<file path="src/rtl/rom_arbiter.sv">
// Round-robin arbiter that shares one 1-cycle-latency ROM between two read ports.
// Each port has a one-deep registered response buffer with valid/ready back-pressure.
module rom_arbiter #(
  parameter  int unsigned MEM_WORDS = 8192,
  localparam int unsigned ADR_WIDTH = $clog2(MEM_WORDS)
) (
  input  logic                 CLK,
  input  logic                 RST,
  input  logic                 REQ0,
  input  logic [ADR_WIDTH-1:0] ADDR0,
  output logic                 GNT0,
  output logic                 RVALID0,
  output logic [31:0]          RDATA0,
  input  logic                 RREADY0,
  input  logic                 REQ1,
  input  logic [ADR_WIDTH-1:0] ADDR1,
  output logic                 GNT1,
  output logic                 RVALID1,
  output logic [31:0]          RDATA1,
  input  logic                 RREADY1,
  output logic                 ROM_EN,
  output logic [ADR_WIDTH-1:0] ROM_A,
  input  logic [31:0]          ROM_DO
);

  localparam int unsigned DATA_W = 32;
  localparam int unsigned NPORTS = 2;

  typedef enum logic [1:0] {S_IDLE, S_WAIT, S_RESP} state_e;

  state_e              state_q [NPORTS];
  state_e              state_d [NPORTS];
  logic [DATA_W-1:0]   rdata_q [NPORTS];
  logic [DATA_W-1:0]   rdata_d [NPORTS];
  logic [NPORTS-1:0]   rvalid_q, rvalid_d;
  logic                last_q, last_d;
  logic [NPORTS-1:0]   req, rready, elig, gnt;

  assign req    = {REQ1, REQ0};
  assign rready = {RREADY1, RREADY0};

  // State register; last_q=1 makes port0 win the first tie after reset
  always_ff @(posedge CLK) begin
    if (RST) begin
      for (int i = 0; i < NPORTS; i++) begin
        state_q[i] <= S_IDLE;
        rdata_q[i] <= '0;
      end
      rvalid_q <= '0;
      last_q   <= 1'b1;
    end else begin
      for (int i = 0; i < NPORTS; i++) begin
        state_q[i] <= state_d[i];
        rdata_q[i] <= rdata_d[i];
      end
      rvalid_q <= rvalid_d;
      last_q   <= last_d;
    end
  end

  // Arbitration and ROM-side outputs
  always_comb begin
    elig = '0;
    gnt  = '0;
    for (int i = 0; i < NPORTS; i++) begin
      elig[i] = req[i] && ((state_q[i] == S_IDLE) ||
                           ((state_q[i] == S_RESP) && rready[i]));
    end
    if (!RST) begin
      if (elig == 2'b11) gnt = last_q ? 2'b01 : 2'b10;
      else               gnt = elig;
    end
    GNT0   = gnt[0];
    GNT1   = gnt[1];
    ROM_EN = |gnt;
    ROM_A  = gnt[0] ? ADDR0 : (gnt[1] ? ADDR1 : {ADR_WIDTH{1'b0}});
  end

  // Per-port next state; the response buffer captures ROM_DO on the WAIT cycle
  always_comb begin
    last_d   = last_q;
    rvalid_d = '0;
    if (gnt[0])      last_d = 1'b0;
    else if (gnt[1]) last_d = 1'b1;
    for (int i = 0; i < NPORTS; i++) begin
      state_d[i] = state_q[i];
      rdata_d[i] = rdata_q[i];
      case (state_q[i])
        S_IDLE: if (gnt[i]) state_d[i] = S_WAIT;
        S_WAIT: begin
          state_d[i] = S_RESP;
          rdata_d[i] = ROM_DO;
        end
        S_RESP: if (rready[i]) state_d[i] = gnt[i] ? S_WAIT : S_IDLE;
        default: state_d[i] = S_IDLE;
      endcase
      rvalid_d[i] = (state_d[i] == S_RESP);
    end
  end

  assign RVALID0 = rvalid_q[0];
  assign RVALID1 = rvalid_q[1];
  assign RDATA0  = rdata_q[0];
  assign RDATA1  = rdata_q[1];

endmodule
</file>
<file path="config.mk">
export PLATFORM = sky130hd
export DESIGN_NAME = rom_arbiter
export DESIGN_NICKNAME = d
export VERILOG_FILES = /design/src/rtl/rom_arbiter.sv
export SDC_FILE = /design/constraint.sdc
export NUM_CORES = 1
export LEC_CHECK = 0
export CAP_MARGIN = 20
export CORE_MARGIN = 1
export CORE_UTILIZATION = 39
export CTS_BUF_LIST = sky130_fd_sc_hd__clkbuf_2
export DETAILED_ROUTE_END_ITERATION = 10
export GPL_TIMING_DRIVEN = 0
export PLACE_DENSITY = 0.84
export REMOVE_ABC_BUFFERS = 1
export SLEW_MARGIN = 5
export SYNTH_ARGS = -nofsm -noshare
export SYNTH_HDL_FRONTEND = slang
export SYNTH_SLANG_ARGS = --single-unit
</file>
<file path="constraint.sdc">
create_clock -name CLK -period 4.57 [get_ports CLK]
set_input_delay 0.914 -clock CLK [delete_from_list [all_inputs] [get_ports CLK]]
set_output_delay 0.914 -clock CLK [all_outputs]
set_load 0.005 [all_outputs]
</file>
==> flow_metrics.tcl <==
set metrics [dict create \
    crit_slowest_cell "a311oi_4" \
    ys_ff_latch 71 \
    hpwl_microns 5070 \
    critical-path-max-stage-delay_ns 0.64 \
    initial_core_util_pct 41.3 \
    postCtsSetupBuffers 0 \
    postCtsHoldBufs 0 \
    p_int_mw 0.926 \
    synth-seq-area-share_pct 53.3 \
    pwr-share-seq_pct 53.3 \
    final_cell_mix "144 x clkdlybuf4s50_1, 129 x nand2_1, 71 x dfxtp_1, 67 x a21oi_1, 18 x nor2_1" \
    place_inst 538 \
    clock-root-buffer "clkbuf_2" \
    clkSlewWorstSetupHoldPaths_ns 0.20 \
    die_height_microns 84.7 \
    crit_path_max_fanout 15 \
    synth_cell_types 17 \
    antenna_left 0 \
    clk-insertion-delay-late_ns 0.48 \
    diodes 0 \
    row_count 29 \
    postPlaceCellArea_sq_um 4130 \
    tightest_slew_ns 0.843 \
    violations "DRC" \
    drc 8 \
    gr-total-overflow 0 \
    place_ws_ns 0.618 \
    ctsResizeCount 0 \
    cts_buffer_depth 2 \
    drive_above_1_share_pct 5.03 \
    drt_pre_antenna_iters 7 \
    dieWidth_microns 84.7 \
    drv_cap 0 \
    cts.sinks 71 \
    swShare_pct 26.3 \
    slew_violations 0 \
    syn-cell-area_sq_um 2670 \
    grt_pass1_wl_microns 12000 \
    grt_pass1_vias 2701 \
    hp-class "reg -> reg" \
    syn_area_per_cell_sq_um 7.80 \
    fin_hold_ws_ns 0.466 \
    portBuffers 145 \
    antenna_found_initial 0 \
    dieArea_sq_um 7170 \
    totalWireLength_microns 7460 \
    grtUsageTotal_pct 21.1 \
    ctsHtreeMaxLevel 3 \
    irDropWorstVdd_mv 0.144 \
    num_vias 2745 \
    drt-initial-drc-count 87 \
    layout.nets 536 \
    leakagePower_nw 1.50 \
    cts_tree "built" \
    status "finished with violations" \
    routabilityCongestion 0.780 \
    avgRoutedWirePerCell_microns 13.5 \
    setup_slack_ns 0.630 \
    period_share_pct 86.2 \
    nFillCells 577 \
    path_class "in -> out" \
    cts-buffers-inserted 9 \
    crit_top_cell "clkdlybuf4s50_1" \
    arrival_ns 3.03 \
    p_clk_share_pct 26.6 \
    power.density_nw_per_um2 297 \
    viasPerCell 4.95 \
    core-area_sq_um 6460 \
    cp_cell_sequence "clkdlybuf4s50_1 > nand2b_1 > a311oi_4 > a22oi_1 > nor2_1 > clkdlybuf4s50_1" \
    finalHoldViolCount 0 \
    required_ns 3.66 \
    area_delta_synth_final_pct 58.8 \
    combPwrFrac_pct 20.1 \
    skew_ns 0.0249 \
    ios 146 \
    yosys_warnings 0 \
    rsz0062_at_grt "false" \
    stdcell_area_sq_um 4240 \
    critPathCaptureType "output pin" \
    final_cells 554 \
    clock.fmax_mhz 254 \
    timing.setup.tns_ns 0 \
    min_period_ns 3.94 \
    syn_inst 342 \
    max-slew-margin-rel_pct 43.8 \
    p_switching_mw 0.330 \
    final_common_cell "clkdlybuf4s50_1" \
    report.final.setup_viol 0 \
    startpoint_type "primary input" \
    grt_max_degree 88 \
]
registers in the layout, summed over array words and instances (netlist names):
name / flops
rdata_q: 64
state_q: 4
rvalid_q: 2
last_q: 1
cell usage after synthesis (all sizes together):
cell	number	area, sq um
nor2b	6	42.5
clkbuf	15	56.3
buf	12	68.8
o311a	1	10.0
a211o	1	8.76
a21oi	67	335
a22oi	13	97.6
or2	1	6.26
dfxtp	71	1420
nor3	2	10.0
a311oi	1	26.3
nand2b	5	31.3
nand2	129	484
nor2	18	67.6
cells by family (layout without fill, tap and decap cells):
family	count (synthesis)	in the layout	share of synthesized area (%)
AND/OR/NAND/NOR	161	161	24.1
AO/OA/AOI/OAI	83	83	17.9
flip-flops	71	71	53.3
buffers and inverters	27	162	4.69
through the flow:
stage	util, %	total power, mW
after floorplan	-	0.762
after global placement	63.3	0.927
after detailed placement	64.0	0.936
after CTS	65.6	1.27
after global routing	65.6	1.32
final	65.6	1.26
metal layers:
metal | global-route usage (%) | share of wire, %
met5 | 0 | 0
met4 | 8.32 | 1.2
met3 | 6.69 | 8.5
met2 | 38.3 | 49
met1 | 22.8 | 41
area by class of cell:
type                       instances  area, sq um  area share [%]
sequential                        71         1420            33.6
clock buffer                      11         55.1            1.30
tap                               77         96.3            2.27
multi-input combinational        244         1140            26.9
clock inverter                     5         48.8            1.15
timing repair buffer             146         1480            34.9
critical path, delay by kind of cell:
kind	cells	cell delay (ns)
AOI/OAI and AO/OA	2	0.83
and+or+nand+nor	2	0.36
buffers and inverters	2	0.93
worst paths after layout:
check	from	endpoint	slack, ns	cells past startpoint
min	rdata_q[0][21]	rdata_q[0][21]	0.47	2
max	RREADY0	ROM_A[3]	0.63	6
min reg2reg	rdata_q[0][21]	rdata_q[0][21]	0.47	2
max reg2reg	state_q[0][1]	rdata_q[0][3]	2.99	4
power by group through the flow:
stage | combinational (mW) | sequential (mW) | clock [mW]
finish | 0.252 | 0.670 | 0.334
global route | 0.276 | 0.674 | 0.369
CTS | 0.255 | 0.670 | 0.345
detailed placement | 0.254 | 0.683 | 0
global placement | 0.247 | 0.680 | 0
floorplan | 0.0785 | 0.683 | 0
No activity file was read; power rests on OpenSTA's default activity.
